<file path="src/rtl/fir_frame_seq.sv">
// Frame sequencer for a free-running FIR core: streams one frame of samples,
// appends zero flush samples, and tags the FIR results with valid/last/done.
module fir_frame_seq #(
  parameter int DW_IN     = 8,
  parameter int DW_OUT    = 10,
  parameter int LATENCY   = 1,
  parameter int FLUSH_LEN = 4,
  parameter int LEN_W     = 16
) (
  input  logic              clk,
  input  logic              rst,
  input  logic              start,
  input  logic [LEN_W-1:0]  frame_len,
  output logic              busy,
  output logic              done,
  output logic              underrun,
  input  logic              s_valid,
  output logic              s_ready,
  input  logic [DW_IN-1:0]  s_data,
  output logic [DW_IN-1:0]  fir_in,
  input  logic [DW_OUT-1:0] fir_out,
  output logic              m_valid,
  output logic [DW_OUT-1:0] m_data,
  output logic              m_last,
  output logic [1:0]        state_dbg
);

  typedef enum logic [1:0] {IDLE, RUN, FLUSH, DRAIN} state_t;

  localparam logic [LEN_W:0] ONE        = (LEN_W+1)'(1);
  localparam logic [LEN_W:0] FLUSH_W    = (LEN_W+1)'(FLUSH_LEN);
  localparam logic [LEN_W:0] FLUSH_LAST = FLUSH_W - ONE;

  state_t         state;
  logic [LEN_W:0] len_q;
  logic [LEN_W:0] slot_cnt;
  logic [LEN_W:0] out_cnt;
  logic [LEN_W:0] total;
  logic [LATENCY:0] tag_pipe;
  logic           slot;
  logic           beat;
  logic           last_beat;

  // tag_pipe[k] holds the tag of the sample loaded k edges ago.
  assign slot      = (state == RUN) || (state == FLUSH);
  assign total     = len_q + FLUSH_W;
  assign beat      = tag_pipe[LATENCY];
  assign last_beat = beat && (out_cnt == total - ONE);
  assign state_dbg = state;

  always_ff @(posedge clk) begin
    if (rst) begin
      state    <= IDLE;
      fir_in   <= '0;
      busy     <= 1'b0;
      done     <= 1'b0;
      underrun <= 1'b0;
      s_ready  <= 1'b0;
      m_valid  <= 1'b0;
      m_data   <= '0;
      m_last   <= 1'b0;
      len_q    <= '0;
      slot_cnt <= '0;
      out_cnt  <= '0;
      tag_pipe <= '0;
    end else begin
      done     <= 1'b0;
      m_last   <= 1'b0;
      m_valid  <= beat;
      tag_pipe <= {tag_pipe[LATENCY-1:0], slot};
      if (beat) begin
        m_data  <= fir_out;
        out_cnt <= out_cnt + ONE;
      end

      case (state)
        IDLE: begin
          fir_in <= '0;
          busy   <= 1'b0;
          if (start) begin
            if (frame_len != '0) begin
              len_q    <= {1'b0, frame_len};
              underrun <= 1'b0;
              slot_cnt <= '0;
              out_cnt  <= '0;
              s_ready  <= 1'b1;
              busy     <= 1'b1;
              state    <= RUN;
            end else begin
              done <= 1'b1;
            end
          end
        end
        RUN: begin
          if (s_valid && s_ready) begin
            fir_in <= s_data;
          end else begin
            fir_in   <= '0;
            underrun <= 1'b1;
          end
          slot_cnt <= slot_cnt + ONE;
          if (slot_cnt == len_q - ONE) begin
            slot_cnt <= '0;
            s_ready  <= 1'b0;
            state    <= (FLUSH_LEN == 0) ? DRAIN : FLUSH;
          end
        end
        FLUSH: begin
          fir_in   <= '0;
          slot_cnt <= slot_cnt + ONE;
          if (slot_cnt == FLUSH_LAST) begin
            slot_cnt <= '0;
            state    <= DRAIN;
          end
        end
        default: begin
          fir_in <= '0;
        end
      endcase

      // The final beat closes the frame; busy stays high through this cycle.
      if (last_beat) begin
        m_last  <= 1'b1;
        done    <= 1'b1;
        out_cnt <= '0;
        state   <= IDLE;
      end
    end
  end

endmodule

</file>
<file path="config.mk">
export PLATFORM = sky130hd
export DESIGN_NAME = fir_frame_seq
export DESIGN_NICKNAME = d
export VERILOG_FILES = /design/src/rtl/fir_frame_seq.sv
export SDC_FILE = /design/constraint.sdc
export NUM_CORES = 1
export LEC_CHECK = 0
export CORE_MARGIN = 8
export CORE_UTILIZATION = 55
export CTS_CLUSTER_DIAMETER = 150
export DETAILED_ROUTE_END_ITERATION = 8
export PLACE_DENSITY = 0.85
export SLEW_MARGIN = 20
export SYNTH_ARGS = -nofsm -noshare
export SYNTH_HDL_FRONTEND = slang
export SYNTH_SLANG_ARGS = --single-unit
</file>
<file path="constraint.sdc">
create_clock -name clk -period 4.2 [get_ports clk]
set_clock_uncertainty 0.2 [all_clocks]
set_input_delay 0.42 -clock clk [delete_from_list [all_inputs] [get_ports clk]]
set_output_delay 0.42 -clock clk [all_outputs]
set_load 0.02 [all_outputs]
</file>
* Yosys cells after proc, flatten, opt, wreduce, memory -nomap -nowiden
Index checks and enable logic that the tools add are counted.
Word-level totals: flip-flop bits (word level) 78, input port bits 38, output and inout port bits 26, logic and storage cells 73
Operators by class: add/subtract/negate cells 5, equal/unequal tests 10, muxes and demuxes 29, bitwise operators 2, reductions and logical operators 14
Operators with widths (count):
- $mux W17 | 8
- $pmux W17 S3 | 1
- $add A17 B1 Y17 const B | 2
- $eq A17 B17 Y1 | 2
- $add A16 B3 Y17 const B | 1
- $eq A17 B2 Y1 const B | 1
- $sub A16 B1 Y17 const B | 1
- $sub A17 B1 Y17 const B | 1
- $reduce_bool A16 Y1 | 1
- $mux W1 | 13
- $mux W2 | 4
- $reduce_and A4 Y1 | 2
- $ne A2 B2 Y1 const B | 3
- $pmux W2 S3 | 1
- $reduce_and A3 Y1 | 2
- $reduce_and A5 Y1 | 1
- $ne A2 B1 Y1 const B | 2
- $pmux W1 S2 | 2
- $reduce_bool A3 Y1 | 1
- $reduce_or A3 Y1 | 1
- $eq A2 B1 Y1 const B | 1
- $eq A2 B2 Y1 const B | 1
- $logic_and A1 B1 Y1 | 2
- $logic_not A2 Y1 | 1
- 4 further kinds | 5

* Logic depth before layout (Yosys ltp)
Gate-level depths: netlist of the first run.
depth in word-level cells 5, gate-level depth with buffers 12, mapped depth without buffers 9

* Worst setup path before layout of the first run
Ideal clock, no wire load.
path kind reg-to-reg, from register len_q[0], to register out_cnt[10], setup time 0.134 ns, data arrival time 2.680 ns, required time 3.866 ns, setup slack 1.186 ns, stages on the path, launching flop included 12, path buffers 2, clock period less this slack 3.014 ns, cells stage by stage dfxtp_1 -> buf_4 -> inv_1 -> ha_1 -> nand3b_2 -> o31ai_1 -> or4b_1 -> a21oi_1 -> o22ai_1 -> o41ai_4 -> buf_6 -> nor3_2
Between the ends: longest elaborated chain between the ends 5
RTL lines:
- from (decl) | line 35 | logic [LEN_W:0] len_q;
- from (signal assigned) | line 82 | len_q <= {1'b0, frame_len};
- $add A16 B3 Y17 | line 46 | assign total = len_q + FLUSH_W;
- $sub A17 B1 Y17 | line 48 | assign last_beat = beat && (out_cnt == total - ONE);
- $eq A17 B17 Y1 | line 48
- $logic_and A1 B1 Y1 | line 48
- $reduce_or A2 Y1 (no line)
- to (signal assigned) | line 73 | out_cnt <= out_cnt + ONE;
- to (decl) | line 37 | logic [LEN_W:0] out_cnt;
Every way passes these cells. A chain may end at the register's enable or synchronous reset.

* Worst setup path after layout of the first run
from register len_q[0], to register out_cnt[7]
The elaborated chain is that of the path after synthesis.

==> impl_metrics.py, run 1 <==
metrics = {
    "sta": {
        "post-route-period-util": 0.825,
        "final_period_minus_worst_setup_slack_ns": 3.46,
        "hold_viol": 0,
        "max_freq_mhz": 289,
        "report.final.slew_viol_count": 0,
        "setup-violations-final": 0,
        "setup_ws_ns": 0.736,
        "fin_hold_ws_ns": 0.263,
        "max_slew.worst_pin.slew_ns": 1.06,
        "tns_ns": 0,
        "unrepaired_setup_endpoints_after_global_routing": "false",
        "slew_headroom": 0.292,
    },
    "cells_and_area": {
        "n_fill_cell": 653,
        "area_delta_synth_final_pct": 17.5,
        "sequential_cell_area_mm2": 0.00156,
        "multi_input_combinational_cell_area_mm2": 0.00280,
        "number_of_non_filler_instances_in_the_completed_layout": 720,
        "finish.net_count": 656,
        "diodes": 0,
        "share_of_final_layout_standard_cells_stronger_than_drive_strength_1": 0.0764,
    },
    "drt": {
        "drt_iter0_markers": 395,
        "drt_drc_violations_left": 0,
        "detail-route-antenna-nets": 0,
        "route.vias.total": 4353,
        "average_detailed_routed_wire_length_per_instance_um": 17.0,
        "route.detailed.vias_per_inst": 6.05,
        "wirelength_um": 12300,
        "dr.pass1.iters": 5,
    },
    "grt": {
        "gr-usage-all-layers": 0.214,
        "global_route.overflow_total": 0,
        "grt_first_pass_wirelength_um": 20200,
        "grt_start_max_net_pins": 37,
        "first_global_vias": 4193,
        "initial_antenna_violation_count": 0,
    },
    "logic_synthesis": {
        "ys_seq_area_frac": 0.338,
        "syn-cell-area_mm2": 0.00462,
        "synth.lib_cells_used.distinct": 66,
        "synth_async_sr_flop_share": 0,
        "number_of_synthesized_register_bits": 78,
        "synthesis.nets": 617,
        "synthFlopType": "sky130_fd_sc_hd__dfxtp_1",
        "avgSynthCellArea_um2": 8.10,
        "share_of_the_synthesized_area_in_the_top_cell_type": 0.338,
        "number_of_instances_in_the_synthesized_netlist": 571,
        "synthTopCellsByArea": "sky130_fd_sc_hd__dfxtp_1 34%, sky130_fd_sc_hd__nand2_1 7.1%, sky130_fd_sc_hd__xnor2_1 6.6%",
        "ys.warnings.count": 0,
        "post_synth_edffs": 0,
        "yosysTopAreaCell": "sky130_fd_sc_hd__dfxtp_1",
    },
    "job": {
        "timing.max_cap.violations": 0,
    },
    "clocking": {
        "tritoncts": "built",
        "cts_resized": 0,
        "cts_root_buffer": "sky130_fd_sc_hd__clkbuf_8",
        "cts_buffer_depth": 2,
        "cts_made_buffers": 9,
        "cts-htree-levels": 3,
        "post_cts_setup_buffers": 0,
        "tritoncts_num_sinks": 78,
        "worst_skew_pair.late_latency_ns": 0.37,
        "cts.clk_slew.worst_paths_ns": 0.09,
        "cts_hold_buf": 0,
    },
    "placed_design": {
        "pre_cts_slack_ns": 0.586,
        "detailedPlacementHpwl_um": 8680,
        "place.detailed.instances": 704,
        "place.port_buffers": 63,
        "globalplace.congestion": 0.896,
    },
    "critical_path": {
        "worstPathArrival_ns": 3.51,
        "critical-path-top-delay-family": "compound AO/OA/AOI/OAI gates",
        "timing.critical_path.required_ns": 4.25,
        "number_of_buffer_and_inverter_instances_along_the_worst_setup_path": 2,
        "critical-path-max-stage-delay_ns": 0.65,
        "crit_path_max_fanout": 12,
        "critPathLaunchType": "register",
        "cp_cell_sequence": "inv_1, ha_1, nand3b_2, o31ai_1, or4b_1, a21oi_1, o22ai_1, o41ai_4, buf_4, nor3_1",
        "critPathCaptureType": "register",
        "slowest_stage": "sky130_fd_sc_hd__o41ai_4",
        "crit_type": "register to register",
    },
    "die": {
        "floorplan.initialDensity": 0.566,
        "die_area_mm2": 0.0116,
        "ioPinCount": 64,
        "die_width_um": 108,
        "die_height_um": 108,
        "fp.coreArea_mm2": 0.00818,
        "row_count": 33,
    },
    "pwr": {
        "report.power.total_mw": 2.53,
        "peakVddDrop_mv": 0.384,
        "power.static_leakage_nw": 1.93,
        "p_per_area_mw_per_mm2": 466,
    },
    "status": {
        "outcome": "completed",
    },
    "hold_path": {
        "hold_class": "register to register",
    },
}
==> flip-flops by register name, indices dropped and copies added, names as in the netlist <==
name       flops
slot_cnt      17
out_cnt       17
s_ready        1
m_data        10
busy           1
fir_in         8
len_q         16
m_last         1
underrun       1
m_valid        1
state_dbg      2
done           1
tag_pipe       2
==> worst register-to-register path: cells and delay by family, from the launching register on <==
family,cells,cell delay (ns)
AOI/OAI and AO/OA,4,1.15
adders and majority gates,1,0.28
buffers and inverters,2,0.40
DFF,1,0.49
and+or+nand+nor,3,0.83
==> where the power goes <==
part / total (mW) / switching, mW / internal, mW / leakage (nW)
registers: 0.951 / 0.137 / 0.815 / 0.633
logic: 0.972 / 0.563 / 0.409 / 1.19
clock network: 0.608 / 0.320 / 0.288 / 0.104
==> final cells by class <==
class	count	share of cell area
flip-flops and latches	78	0.287
inverters	14	0.00967
multi-input cells	437	0.514
clock inverters	7	0.0159
repair buffers	70	0.126
well taps	105	0.0242
clock buffers	9	0.0228
==> through the flow <==
step | area (µm²) | util
after floorplan | 4620 | -
after global placement | 5220 | 0.639
after detailed placement | 5220 | 0.639
after CTS | 5430 | 0.665
after global routing | 5430 | 0.665
final | 5430 | 0.665
==> placed cells by master, fill, tap and decap left out, types with 3 or more instances in the layout <==
cell type	count
sky130_fd_sc_hd__nand4_1	13
sky130_fd_sc_hd__o221ai_1	11
sky130_fd_sc_hd__nand3_1	21
sky130_fd_sc_hd__buf_4	7
sky130_fd_sc_hd__o2111ai_1	3
sky130_fd_sc_hd__mux2i_1	11
sky130_fd_sc_hd__xor2_1	24
sky130_fd_sc_hd__a21oi_1	27
sky130_fd_sc_hd__and3_1	8
sky130_fd_sc_hd__nand2_1	88
sky130_fd_sc_hd__nand3b_1	3
sky130_fd_sc_hd__nor3_2	5
sky130_fd_sc_hd__o21ai_0	14
sky130_fd_sc_hd__nor2b_1	13
sky130_fd_sc_hd__and2_1	16
sky130_fd_sc_hd__a41oi_1	3
sky130_fd_sc_hd__xnor2_1	35
sky130_fd_sc_hd__nor2_1	36
sky130_fd_sc_hd__inv_1	14
sky130_fd_sc_hd__and4_1	3
sky130_fd_sc_hd__nand2b_1	4
sky130_fd_sc_hd__nor2_2	4
sky130_fd_sc_hd__nor3_1	23
sky130_fd_sc_hd__nor4_2	3
sky130_fd_sc_hd__nor4_1	14
sky130_fd_sc_hd__clkdlybuf4s50_1	63
sky130_fd_sc_hd__clkbuf_8	9
sky130_fd_sc_hd__ha_1	8
sky130_fd_sc_hd__dfxtp_1	78
==> path summary, 6_finish.rpt <==
check	start	cells past startpoint	endpoint	slack, ns
max	len_q[0]	10	out_cnt[7]	0.74
max reg2reg	len_q[0]	10	out_cnt[7]	0.74
min reg2reg	tag_pipe[0]	1	tag_pipe[1]	0.26
min	tag_pipe[0]	1	tag_pipe[1]	0.26
==> kinds of logic (layout without fill, tap and decap cells) <==
logic type | Yosys count | count (layout) | share of synthesized area
muxes | 11 | 11 | 0.0238
xor gates and xnor gates | 59 | 59 | 0.112
adders and majority gates | 8 | 8 | 0.0217
buffers and inverters | 56 | 100 | 0.0576
AOI/OAI and AO/OA | 89 | 89 | 0.136
and+or+nand+nor | 270 | 270 | 0.312
DFF | 78 | 78 | 0.338
==> cell usage after synthesis, types with 4 or more instances <==
cell,n
sky130_fd_sc_hd__nor3_2,5
sky130_fd_sc_hd__xnor2_1,35
sky130_fd_sc_hd__buf_6,5
sky130_fd_sc_hd__nor4_1,14
sky130_fd_sc_hd__nor3_1,23
sky130_fd_sc_hd__xor2_1,24
sky130_fd_sc_hd__buf_2,6
sky130_fd_sc_hd__inv_1,14
sky130_fd_sc_hd__and2_1,16
sky130_fd_sc_hd__nand4_1,13
sky130_fd_sc_hd__and3_1,8
sky130_fd_sc_hd__nor2_2,4
sky130_fd_sc_hd__clkbuf_1,25
sky130_fd_sc_hd__mux2i_1,11
sky130_fd_sc_hd__o21ai_0,14
sky130_fd_sc_hd__nand2b_1,4
sky130_fd_sc_hd__dfxtp_1,78
sky130_fd_sc_hd__a21oi_1,27
sky130_fd_sc_hd__nand2_1,88
sky130_fd_sc_hd__ha_1,8
sky130_fd_sc_hd__nor2_1,36
sky130_fd_sc_hd__nand3_1,21
sky130_fd_sc_hd__o221ai_1,11
sky130_fd_sc_hd__nor2b_1,13
==> per-layer routing <==
layer  wire length [µm]  share of wire  track usage
met5                  0              0            0
met4                217          0.018       0.0634
met3               1370           0.11       0.0754
met2               5600           0.46        0.340
met1               5070           0.41        0.264
No activity file was read; power rests on OpenSTA's default activity.
==> inputs of run 2 (changes only) <==
Clock period 4.2 ns to 3.35 ns, I/O delays scaled along.
==> run 2 against run 1 <==
  * Total power is 28% higher
  * Worst setup slack worse by 0.54 ns
  * Worst hold slack better by 0.0040 ns
  * Sequential share of layout area is 0.59 points lower
  * Core utilization is 1.4 points higher
  * Critical path type unchanged
  * Largest power group unchanged
==> impl_metrics.py, run 2 (same netlist as run 1, synthesis figures left out) <==
metrics = {
    "status": {
        "outcome": "completed",
    },
    "sta": {
        "final_period_minus_worst_setup_slack_ns": 3.15,
        "slew_headroom": 0.350,
        "setup-violations-final": 0,
        "max_freq_mhz": 317,
        "tns_ns": 0,
        "hold_viol": 0,
        "post-route-period-util": 0.941,
        "report.final.slew_viol_count": 0,
        "unrepaired_setup_endpoints_after_global_routing": "false",
        "max_slew.worst_pin.slew_ns": 0.962,
    },
    "drt": {
        "route.vias.total": 4351,
        "drt_iter0_markers": 373,
        "detail-route-antenna-nets": 0,
        "average_detailed_routed_wire_length_per_instance_um": 16.7,
        "wirelength_um": 12300,
        "dr.pass1.iters": 5,
        "route.detailed.vias_per_inst": 5.94,
        "drt_drc_violations_left": 0,
    },
    "pwr": {
        "p_per_area_mw_per_mm2": 584,
        "peakVddDrop_mv": 0.533,
        "power.static_leakage_nw": 2.00,
    },
    "die": {
        "fp.coreArea_mm2": 0.00818,
        "die_area_mm2": 0.0116,
        "die_height_um": 108,
        "floorplan.initialDensity": 0.566,
        "die_width_um": 108,
        "ioPinCount": 64,
        "row_count": 33,
    },
    "grt": {
        "grt_start_max_net_pins": 37,
        "gr-usage-all-layers": 0.213,
        "first_global_vias": 4253,
        "initial_antenna_violation_count": 0,
        "global_route.overflow_total": 0,
        "grt_first_pass_wirelength_um": 20200,
    },
    "critical_path": {
        "worstPathArrival_ns": 3.25,
        "worst-r2r-setup-slack_ns": 0.20,
        "timing.critical_path.required_ns": 3.44,
        "crit_type": "register to register",
        "critPathLaunchType": "register",
        "critPathCaptureType": "register",
        "crit_path_max_fanout": 7,
        "timing.reg2reg.worst_path_depth": 9,
    },
    "hold_path": {
        "hold_path_depth": 1,
        "hold_class": "register to register",
    },
    "placed_design": {
        "globalplace.congestion": 0.891,
        "detailedPlacementHpwl_um": 8790,
        "place.port_buffers": 63,
        "placedInstanceArea_mm2": 0.00531,
    },
    "cells_and_area": {
        "mostFrequentLayoutCell": "sky130_fd_sc_hd__nand2_1",
        "diodes": 0,
        "finish.net_count": 668,
        "area_delta_synth_final_pct": 20.0,
        "sequential_cell_area_mm2": 0.00156,
        "reg.largest.list": "out_cnt: 17 flops, slot_cnt: 17 flops, len_q: 16 flops",
        "n_fill_cell": 660,
        "post-route-util": 0.679,
        "layout_common_cells": "88 x sky130_fd_sc_hd__nand2_1, 78 x sky130_fd_sc_hd__dfxtp_1, 63 x sky130_fd_sc_hd__clkdlybuf4s50_1",
        "share_of_final_layout_standard_cells_stronger_than_drive_strength_1": 0.0973,
        "multi_input_combinational_cell_area_mm2": 0.00282,
        "stdcell_area_mm2": 0.00555,
    },
    "clocking": {
        "cts_hold_buf": 0,
        "cts-htree-levels": 3,
        "worst_skew_pair.late_latency_ns": 0.36,
        "cts.clk_slew.worst_paths_ns": 0.09,
        "cts_buffer_depth": 2,
        "cts_resized": 0,
        "cts_made_buffers": 9,
        "tritoncts": "built",
        "post_cts_setup_buffers": 0,
        "tritoncts_num_sinks": 78,
        "cts_root_buffer": "sky130_fd_sc_hd__clkbuf_8",
    },
    "job": {
        "timing.max_cap.violations": 0,
    },
}
[run 2: report_power, final]
part,switching (mW),internal [mW]
Clock,0.398,0.362
Combinational,0.785,0.555
Sequential,0.118,1.02
Total,1.30,1.94
[run 2: final cells by class]
| type | count | share of cell area |
|---|---|---|
| timing repair buffer | 82 | 0.139 |
| multi-input combinational | 437 | 0.508 |
| clock buffer | 9 | 0.0223 |
| tap | 105 | 0.0237 |
| sequential | 78 | 0.281 |
| clock inverter | 7 | 0.0158 |
| inverter | 14 | 0.00947 |
[run 2: final timing paths]
kind	from	end
min	tag_pipe[0]	tag_pipe[1]
min reg2reg	tag_pipe[0]	tag_pipe[1]
max reg2reg	len_q[1]	done
max	len_q[1]	done
[run 2: layer usage]
metal	routed length [µm]	GRT usage	up-vias
met1	5350	0.270	2007
met3	1250	0.0754	27
met2	5450	0.326	211
li1	-	-	2106
met4	221	0.0763	0
met5	0	0	-
[run 2: metrics by stage]
step	instances	power [mW]	hold WS, ns	setup slack (ns)
3_5_place_dp	716	2.44	0.239	0.220
5_1_grt	732	3.43	0.287	0.0201
2_1_floorplan	571	2.07	0.214	0.336
3_3_place_gp	716	2.40	0.230	0.376
6_report	732	3.24	0.267	0.199
4_1_cts	732	3.20	0.276	0.202
[run 2: worst max-delay path, cell delays in order (launching register included)]
cell and delay [ns]:
sky130_fd_sc_hd__dfxtp_1 0.42, sky130_fd_sc_hd__inv_1 0.07, sky130_fd_sc_hd__ha_1 0.26, sky130_fd_sc_hd__nand3b_2 0.33, sky130_fd_sc_hd__o31ai_1 0.21, sky130_fd_sc_hd__or4b_1 0.45
sky130_fd_sc_hd__a21oi_1 0.17, sky130_fd_sc_hd__o22ai_1 0.17, sky130_fd_sc_hd__or4_1 0.63, sky130_fd_sc_hd__a21oi_1 0.18
